--- src/rtl/uart_rx_fifo.sv ---
// uart_rx_fifo: 8N1 UART receiver with a 2-flop synchronizer, 3-sample
// majority vote at each bit centre, false-start rejection, stop-bit framing
// check and a small circular FIFO drained by a valid/ready handshake.
// Optional feature macro: UART_RX_PARITY_EN (8E1 framing with parity check).
module uart_rx_fifo #(
  parameter int CLKS_PER_BIT    = 868,
  parameter int FIFO_DEPTH_LOG2 = 2
) (
  input  logic       i_Clock,
  input  logic       i_Reset,
  input  logic       i_RX_Serial,
  input  logic       i_RX_Ready,
  output logic       o_RX_DV,
  output logic [7:0] o_RX_Byte,
  output logic       o_RX_Active,
  output logic       o_Framing_Err,
  output logic       o_Overrun,
  output logic       o_Parity_Err
);

  localparam int CW    = $clog2(CLKS_PER_BIT);
  localparam int H     = CLKS_PER_BIT / 2;
  localparam int DEPTH = 1 << FIFO_DEPTH_LOG2;
  localparam int PW    = FIFO_DEPTH_LOG2;

  localparam logic [CW-1:0] CNT_S0  = CW'(H - 1);
  localparam logic [CW-1:0] CNT_S1  = CW'(H);
  localparam logic [CW-1:0] CNT_MAJ = CW'(H + 1);
  localparam logic [CW-1:0] CNT_END = CW'(CLKS_PER_BIT - 1);
  localparam logic [PW:0]   CNT_FULL = (PW+1)'(DEPTH);

`ifdef UART_RX_PARITY_EN
  typedef enum logic [2:0] {S_IDLE, S_START, S_DATA, S_PARITY, S_STOP, S_BREAK} state_t;
`else
  typedef enum logic [2:0] {S_IDLE, S_START, S_DATA, S_STOP, S_BREAK} state_t;
`endif

  state_t              state_q, state_d;
  logic                rx_meta_q, rx_meta_d, rx_s_q, rx_s_d;
  logic [CW-1:0]       cnt_q, cnt_d;
  logic [2:0]          idx_q, idx_d;
  logic [7:0]          shift_q, shift_d;
  logic                smp0_q, smp0_d, smp1_q, smp1_d;
  logic                fe_q, fe_d;
  logic                push;
  logic                maj, at_maj, at_end;
`ifdef UART_RX_PARITY_EN
  logic                par_bad_q, par_bad_d, pe_q, pe_d;
`endif

  logic [DEPTH-1:0][7:0] mem_q, mem_d;
  logic [PW-1:0]         wr_ptr_q, wr_ptr_d, rd_ptr_q, rd_ptr_d;
  logic [PW:0]           count_q, count_d;
  logic                  ovr_q, ovr_d;
  logic                  dv, pop, full, wr_en;

  // Receiver FSM: bit timing, majority sampling, framing and push request
  always_comb begin
    rx_meta_d = i_RX_Serial;
    rx_s_d    = rx_meta_q;
    state_d   = state_q;
    cnt_d     = cnt_q + 1'b1;
    idx_d     = idx_q;
    shift_d   = shift_q;
    smp0_d    = smp0_q;
    smp1_d    = smp1_q;
    fe_d      = 1'b0;
    push      = 1'b0;
`ifdef UART_RX_PARITY_EN
    par_bad_d = par_bad_q;
    pe_d      = 1'b0;
`endif
    maj    = (smp0_q & smp1_q) | (smp0_q & rx_s_q) | (smp1_q & rx_s_q);
    at_maj = (cnt_q == CNT_MAJ);
    at_end = (cnt_q == CNT_END);
    if (cnt_q == CNT_S0) smp0_d = rx_s_q;
    if (cnt_q == CNT_S1) smp1_d = rx_s_q;
    if (at_end) cnt_d = '0;
    case (state_q)
      S_IDLE: begin
        cnt_d = '0;
        if (!rx_s_q) state_d = S_START;
      end
      S_START: begin
        // a start bit that does not hold low through its centre is noise
        if (at_maj && maj) state_d = S_IDLE;
        else if (at_end) begin
          state_d = S_DATA;
          idx_d   = 3'd0;
        end
      end
      S_DATA: begin
        if (at_maj) shift_d = {maj, shift_q[7:1]};
        if (at_end) begin
          if (idx_q == 3'd7) begin
`ifdef UART_RX_PARITY_EN
            state_d = S_PARITY;
`else
            state_d = S_STOP;
`endif
          end else begin
            idx_d = idx_q + 3'd1;
          end
        end
      end
`ifdef UART_RX_PARITY_EN
      S_PARITY: begin
        if (at_maj) begin
          par_bad_d = (maj != ^shift_q);
          pe_d      = (maj != ^shift_q);
        end
        if (at_end) state_d = S_STOP;
      end
`endif
      S_STOP: begin
        // decide at the stop centre so the next falling edge can be caught
        if (at_maj) begin
          if (maj) begin
`ifdef UART_RX_PARITY_EN
            push = !par_bad_q;
`else
            push = 1'b1;
`endif
            state_d = S_IDLE;
          end else begin
            fe_d    = 1'b1;
            state_d = S_BREAK;
          end
        end
      end
      S_BREAK: begin
        cnt_d = '0;
        if (rx_s_q) state_d = S_IDLE;
      end
      default: state_d = S_IDLE;
    endcase
  end

  // FIFO bookkeeping: simultaneous push/pop always both succeed
  always_comb begin
    dv       = (count_q != '0);
    pop      = dv && i_RX_Ready;
    full     = (count_q == CNT_FULL);
    wr_en    = push && (!full || pop);
    ovr_d    = ovr_q | (push && full && !pop);
    mem_d    = mem_q;
    wr_ptr_d = wr_ptr_q;
    rd_ptr_d = rd_ptr_q;
    count_d  = count_q;
    if (wr_en) begin
      mem_d[wr_ptr_q] = shift_q;
      wr_ptr_d        = wr_ptr_q + 1'b1;
    end
    if (pop) rd_ptr_d = rd_ptr_q + 1'b1;
    case ({wr_en, pop})
      2'b10:   count_d = count_q + 1'b1;
      2'b01:   count_d = count_q - 1'b1;
      default: count_d = count_q;
    endcase
  end

  // State registers with synchronous reset
  always_ff @(posedge i_Clock) begin
    if (i_Reset) begin
      state_q   <= S_IDLE;
      rx_meta_q <= 1'b1;
      rx_s_q    <= 1'b1;
      cnt_q     <= '0;
      idx_q     <= '0;
      shift_q   <= '0;
      smp0_q    <= 1'b1;
      smp1_q    <= 1'b1;
      fe_q      <= 1'b0;
      mem_q     <= '0;
      wr_ptr_q  <= '0;
      rd_ptr_q  <= '0;
      count_q   <= '0;
      ovr_q     <= 1'b0;
`ifdef UART_RX_PARITY_EN
      par_bad_q <= 1'b0;
      pe_q      <= 1'b0;
`endif
    end else begin
      state_q   <= state_d;
      rx_meta_q <= rx_meta_d;
      rx_s_q    <= rx_s_d;
      cnt_q     <= cnt_d;
      idx_q     <= idx_d;
      shift_q   <= shift_d;
      smp0_q    <= smp0_d;
      smp1_q    <= smp1_d;
      fe_q      <= fe_d;
      mem_q     <= mem_d;
      wr_ptr_q  <= wr_ptr_d;
      rd_ptr_q  <= rd_ptr_d;
      count_q   <= count_d;
      ovr_q     <= ovr_d;
`ifdef UART_RX_PARITY_EN
      par_bad_q <= par_bad_d;
      pe_q      <= pe_d;
`endif
    end
  end

  assign o_RX_DV       = dv;
  assign o_RX_Byte     = dv ? mem_q[rd_ptr_q] : 8'h00;
  assign o_RX_Active   = (state_q != S_IDLE);
  assign o_Framing_Err = fe_q;
  assign o_Overrun     = ovr_q;
`ifdef UART_RX_PARITY_EN
  assign o_Parity_Err  = pe_q;
`else
  assign o_Parity_Err  = 1'b0;
`endif

endmodule

--- config.mk ---
export PLATFORM = sky130hd
export DESIGN_NAME = uart_rx_fifo
export DESIGN_NICKNAME = d
export VERILOG_FILES = /design/src/rtl/uart_rx_fifo.sv
export SDC_FILE = /design/constraint.sdc
export NUM_CORES = 1
export LEC_CHECK = 0
export ABC_AREA = 1
export CELL_PAD_IN_SITES_DETAIL_PLACEMENT = 0
export CELL_PAD_IN_SITES_GLOBAL_PLACEMENT = 2
export CORE_MARGIN = 2
export CORE_UTILIZATION = 35
export CTS_BUF_LIST = sky130_fd_sc_hd__clkbuf_4
export CTS_CLUSTER_SIZE = 10
export DETAILED_ROUTE_END_ITERATION = 6
export PLACE_DENSITY = 0.91
export RECOVER_POWER = 100
export REMOVE_ABC_BUFFERS = 1
export SYNTH_ARGS = -nofsm -noshare
export SYNTH_HDL_FRONTEND = slang
export SYNTH_SLANG_ARGS = --single-unit
--- constraint.sdc ---
create_clock -name i_Clock -period 2.75 [get_ports i_Clock]
set_input_delay 0.55 -clock i_Clock [delete_from_list [all_inputs] [get_ports i_Clock]]
set_output_delay 0.55 -clock i_Clock [all_outputs]
set_load 0.005 [all_outputs]
==> Word-level counts from Yosys, hierarchy flattened <==
Cells that the tools add are included.
{ "word_totals": {"reg_bits": 69, "out_inout_bits": 13, "elab_cells": 99} }
{ "op_classes": {"addsub": 6, "order_cmp": 3, "n_eq_ne": 21, "mux": 25, "bitwise_logic": 8, "reduce_logical": 19} }
{ "op_table": {"columns": ["cell", "n"], "rows": [
  ["3-bit 2-to-1 mux", 12],
  ["32-bit bitwise mux", 1],
  ["10-bit by 9-bit equality test with 1-bit output (second input constant)", 3],
  ["8-bit 2-to-1 mux", 3],
  ["8-bit binary-select mux with 2-bit select", 1],
  ["8-bit demux with 2-bit select", 1],
  ["2-bit inequality test (second input constant)", 8],
  ["3-bit one-hot mux with 5 select lines", 1],
  ["3-bit one-hot mux with 2 select lines", 2],
  ["10-bit by 1-bit adder with 10-bit output (second input constant)", 1],
  ["10-bit equality test (second input constant)", 1],
  ["3-bit equality test (second input constant)", 3],
  ["3-bit by 1-bit adder with 3-bit output (second input constant)", 2],
  ["3-bit by 2-bit equality test with 1-bit output (second input constant)", 2],
  ["1-bit logical AND", 6],
  ["2-bit by 3-bit less-than comparator with 1-bit output (second input constant)", 2],
  ["6-bit AND reduction", 1],
  ["3-bit nonzero test", 2],
  ["5-bit AND reduction", 1],
  ["2-bit by 1-bit adder with 2-bit output (second input constant)", 2],
  ["1-bit 2-to-1 mux", 4],
  ["2-bit nonzero test", 2],
  ["4-bit OR reduction", 1],
  ["1-bit AND", 3],
  ["13 further kinds", 17]
]} }

==> Longest topological paths before layout <==
{ "depth": {"word_depth": 9, "depth_mapped": 14} }

==> Worst setup path after synthesis <==
OpenSTA, ideal clock, no wires.
{ "synth_timing": {"path_type": "input-to-reg", "startpoint": "input i_RX_Ready", "endpoint": "register count_q[2]", "arrival_time_ps": 2000, "path_slack_ps": 628, "cell_stages": 10, "path_buffers": 0, "path_cell_list": "inv_1 nand3_1 nand2_1 ha_1 inv_1 fa_1 a21oi_1 o21ai_0 o21ai_0 a21oi_1"} }
{ "synth_between": {"elab_chain_cells": 5, "word_cells_on_any_way": 7, "classes_between": "eq/ne (2); mux (1); reduce/logical (4)"} }
{ "synth_lines": {"columns": ["element", "line_no", "text"], "rows": [
  ["start, declared", "12", "input logic i_RX_Ready,"],
  ["1-bit logical AND *", "142", "pop = dv && i_RX_Ready;"],
  ["1-bit logical OR", "144", "wr_en = push && (!full || pop);"],
  ["1-bit logical AND", "144", null],
  ["2-bit by 1-bit equality test with 1-bit output / 2-bit equality test (equally long branches)", "155", "case ({wr_en, pop})"],
  ["3-bit one-hot mux with 2 select lines / 2-bit nonzero test (equally long branches)", null, null],
  ["end signal, assigned", "196", "count_q <= count_d;"],
  ["end, declared", "53", "logic [PW:0] count_q, count_d;"]
]} }
Mark *: on every way between the ends. The rest lies on a longest branch, timed or not.
A chain may end at the register's enable or synchronous reset.

==> Worst setup path after layout <==
{ "layout_timing": {"startpoint": "register rd_ptr_q[0]", "endpoint": "output o_RX_Byte[1]"} }
{ "layout_between": {"elab_chain_cells": 3} }
{ "layout_lines": {"columns": ["element", "line_no", "text"], "rows": [
  ["start, declared", "52", "logic [PW-1:0] wr_ptr_q, wr_ptr_d, rd_ptr_q, rd_ptr_d;"],
  ["start signal, assigned", "195", "rd_ptr_q <= rd_ptr_d;"],
  ["8-bit binary-select mux with 2-bit select", "206", "assign o_RX_Byte = dv ? mem_q[rd_ptr_q] : 8'h00;"],
  ["8-bit 2-to-1 mux (not written as such)", "206", null],
  ["8-bit 2-to-1 mux", "206", null],
  ["end, declared", "14", "output logic [7:0] o_RX_Byte,"]
]} }
Every way passes these cells. The select of a mux whose other input is x is not followed.

==> results.yml <==
final_layout:
  layout-drive-gt1-share_pct: 8.97
  finish.net_count: 523
  fin_area_um2: 3780
  final_util_pct: 40.7
  antenna-diode-count: 0
  final-instance-count-excl-fill: 642
  seqCellArea_um2: 1380
  area.growth.synth_to_final_pct: 12.1
  fillerInstances: 998
  multi_input_logic_area_um2: 1630
placement:
  placed_cells_incl_taps: 625
  hpwlAfterDp_um: 4900
  io_buffer_count: 15
  placement.cell_area_um2: 3650
  gp_congestion: 0.774
  pre_cts_ws_ns: 0.253
yosys:
  synth.yosys.seq_area_share_pct: 40.9
  average_footprint_of_a_synthesized_cell_um2: 6.90
  synthesis.yosys.warnings: 0
  synth.lib_cells_used.distinct: 29
  top_cells_by_area_synth: "dfxtp_1 41%, nor2_1 12%, nand2_1 10%"
  ys_async_sr_fraction_pct: 0
  synth_area_um2: 3370
  yosys-top-cells-count: "110 x nor2_1, 90 x nand2_1, 69 x dfxtp_1, 59 x inv_1, 40 x a21oi_1"
  yosysTopAreaCell: "dfxtp_1"
  post-synth-top-area-fraction_pct: 40.9
  number_of_enable_flip_flop_cells_after_synthesis: 0
  synth_top_flop_cell: "dfxtp_1"
  synth.ff_latch_count: 69
  synthesis.instances: 489
  synth_most_common_cell: "nor2_1"
detailed_routing:
  postRouteAntennaNets: 0
  totalWireLength_um: 7170
  via_count: 2831
  first_iter_violations: 157
  detail_route.wl_per_cell_um: 11.2
  dr.pass1.iters: 4
  route.detailed.vias_per_inst: 4.41
  remaining_routing_drc_violations: 0
setup_path:
  timing.critical_path.cells: "clkinvlp_4 -> buf_12 -> a21oi_1 -> o21ai_0 -> a21oi_1 -> clkdlybuf4s50_1"
  critical_path.most_common_cell: "a21oi_1"
  critPathTopFamily: "buffers and inverters"
  worst-setup-path-type: "reg -> out"
  timing.rr.end: "count_q[1]$_SDFFE_PP0P_"
  start_kind: "flop"
  worst-path-buf-inv: 3
  highest_fanout_seen_on_the_critical_path: 14
  slowest_delay_ns: 0.52
  endpoint_kind: "output pin"
  timing.reg2reg.setup_slack_ns: 0.53
  cp-startpoint: "rd_ptr_q[0]$_SDFFE_PP0P_"
  cp_data_required_time_ns: 2.20
  worstReg2RegStart: "cnt_q[0]$_SDFF_PP0_"
  reg2reg_depth: 12
  timing.critical_path.arrival_ns: 2.00
  critical_path_cell_count: 6
  crit_slowest_cell: "clkdlybuf4s50_1"
  cp-endpoint: "o_RX_Byte[1]"
global_routing:
  antenna_violations_before_repair: 0
  globalRouteOverflowTotal: 0
  grt_pass1_vias: 2752
  grt_max_degree: 32
  overall_track_demand_over_capacity_in_global_routing_pct: 15.5
  wire_length_of_the_first_global_routing_pass_um: 12600
power_and_ir_drop:
  power_frac_seq_pct: 53.0
  p_leak_nw: 1.78
  fraction_of_power_consumed_by_the_clock_network_pct: 32.2
  p_switching_uw: 584
  intPower_mw: 1.41
  total_power_mw: 1.99
  power.density_nw_per_um2: 527
  ir_drop_mv: 0.320
  fraction_of_power_spent_switching_nets_pct: 29.3
  pwr-share-comb_pct: 14.7
die:
  floorplan.die.width_um: 102
  placement_rows: 35
  starting_density_of_the_core_pct: 36.3
  num_io_pins: 17
  floorplan.die.height_um: 102
  die-area_um2: 10400
  core_region_area_um2: 9280
timing:
  rsz0062_at_grt: "false"
  maxSlewViolCount: 0
  timing_worst_slew_pin_value_ns: 0.751
  clock.fmax_mhz: 392
  hold_ws_ns: 0.425
  final.min_clock_period_ns: 2.55
  setup_viol: 0
  final.setup.tns_ns: 0
  final.period_utilization_pct: 92.7
  max_slew_margin_pct: 49.8
  final_hold_viol_count: 0
  finalClockSkew_ns: 0.0239
  setup_slack_ns: 0.200
clock_network:
  cts_htree_levels: 3
  clock_tree.buffer_depth: 2
  clock_insertion_delay_worst_skew_ns: 0.43
  clock_sink_count: 69
  clock_edge_transition_at_the_registers_on_the_reported_setup_and_hold_paths_ns: 0.11
  clk_root_buffer_cell: "clkbuf_4"
  cts_inserted_buffers: 9
  tritoncts: "built"
status:
  status: "complete, no violations"
flow_run:
  max_cap_viol_count: 0
min_path:
  path_category_of_the_worst_min_delay_check: "reg -> reg"
## how the worst min path moves through the flow
| stage | start | endpoint | cells past startpoint |
|---|---|---|---|
| floorplan | rx_meta_q$_SDFF_PP1_ | rx_s_q$_SDFF_PP1_ | 1 |
| global placement | rx_meta_q$_SDFF_PP1_ | rx_s_q$_SDFF_PP1_ | 1 |
| detailed placement | rx_meta_q$_SDFF_PP1_ | rx_s_q$_SDFF_PP1_ | 1 |
| CTS | rx_meta_q$_SDFF_PP1_ | rx_s_q$_SDFF_PP1_ | 1 |
| global route | rx_meta_q$_SDFF_PP1_ | rx_s_q$_SDFF_PP1_ | 1 |
| finish | rx_meta_q$_SDFF_PP1_ | rx_s_q$_SDFF_PP1_ | 1 |
## sequential cells by signal, indices dropped and copies added, names as in the netlist, 2 cells and up
name and flops:
state_q 3, rd_ptr_q 2, shift_q 8, idx_q 3
cnt_q 10, mem_q 32, wr_ptr_q 2, count_q 3
## per-layer routing
layer  global-route usage [%]  part of all wire, %  up-vias  wire length (um)
met4                     4.62                  1.1        0                80
li1                         -                    -     1552                 -
met1                     18.8                   47     1248              3380
met3                     4.31                  2.6        6               183
met2                     26.8                   49       25              3530
met5                        0                    0        -                 0
## what timing repair did
| item | CTS | global route |
|---|---|---|
| resized for setup | 0 | 1 |
| buffers inserted | 0 | 1 |
| endpoints found under the setup margin | 0 | 1 |
| hold buffers | 0 | 0 |
## cell usage in the layout, fill, tap and decap left out
master / Yosys / routed
nor3b_1: 1 / 1
a21oi_2: 1 / 1
clkbuf_1: 7 / 1
o211ai_1: 1 / 1
nand3_4: 1 / 1
a31oi_1: 1 / 1
nor3_1: 5 / 5
clkbuf_4: 0 / 10
dlygate4sd3_1: 0 / 5
buf_12: 0 / 2
buf_4: 4 / 4
inv_2: 3 / 2
xor2_1: 3 / 3
dfxtp_1: 69 / 69
clkinvlp_4: 0 / 2
o21a_1: 2 / 2
o21ai_0: 33 / 33
conb_1: 1 / 1
clkinv_1: 2 / 2
nand2_1: 90 / 90
bufinv_16: 0 / 1
fa_1: 1 / 1
a21oi_1: 40 / 40
clkdlybuf4s50_1: 0 / 10
clkinv_4: 0 / 1
inv_1: 59 / 59
ha_1: 10 / 10
nand3_1: 18 / 22
nor2_1: 110 / 111
nor2_8: 1 / 1
nand2_2: 10 / 10
or2_2: 5 / 5
clkinv_2: 0 / 4
nor2_4: 2 / 2
## worst reg2reg max path: stages (launching register included)
cell,delay [ns]
dfxtp_1,0.41
ha_1,0.21
nand2_1,0.08
inv_1,0.15
nand3_4,0.14
nor2_8,0.14
nand2_1,0.10
ha_1,0.19
inv_1,0.09
fa_1,0.43
nor2_1,0.10
a21oi_1,0.05
nor2_1,0.08
## layout make-up
type	count	area share (%)
inverter	64	6.45
tap	129	4.27
multi-input combinational	341	43.1
clock buffer	9	1.79
sequential	69	36.5
clock inverter	7	1.75
timing repair buffer	23	6.12
## logic make-up after synthesis
kind of cell	share of synthesized area (%)
simple gates	31.8
compound gates	11.9
fa+ha+maj	4.30
buf+inv	10.1
xor+xnor	0.779
other cells	0.111
flops	40.9
## power by group through the flow
| stage | sequential [mW] | clock (mW) | combinational, mW |
|---|---|---|---|
| after CTS | 1.06 | 0.682 | 0.308 |
| after detailed placement | 1.08 | 0 | 0.306 |
| after global placement | 1.08 | 0 | 0.305 |
| after global routing | 1.06 | 0.712 | 0.352 |
| after floorplan | 1.07 | 0 | 0.218 |
| final | 1.06 | 0.643 | 0.294 |
(Power assumes the default switching activity.)
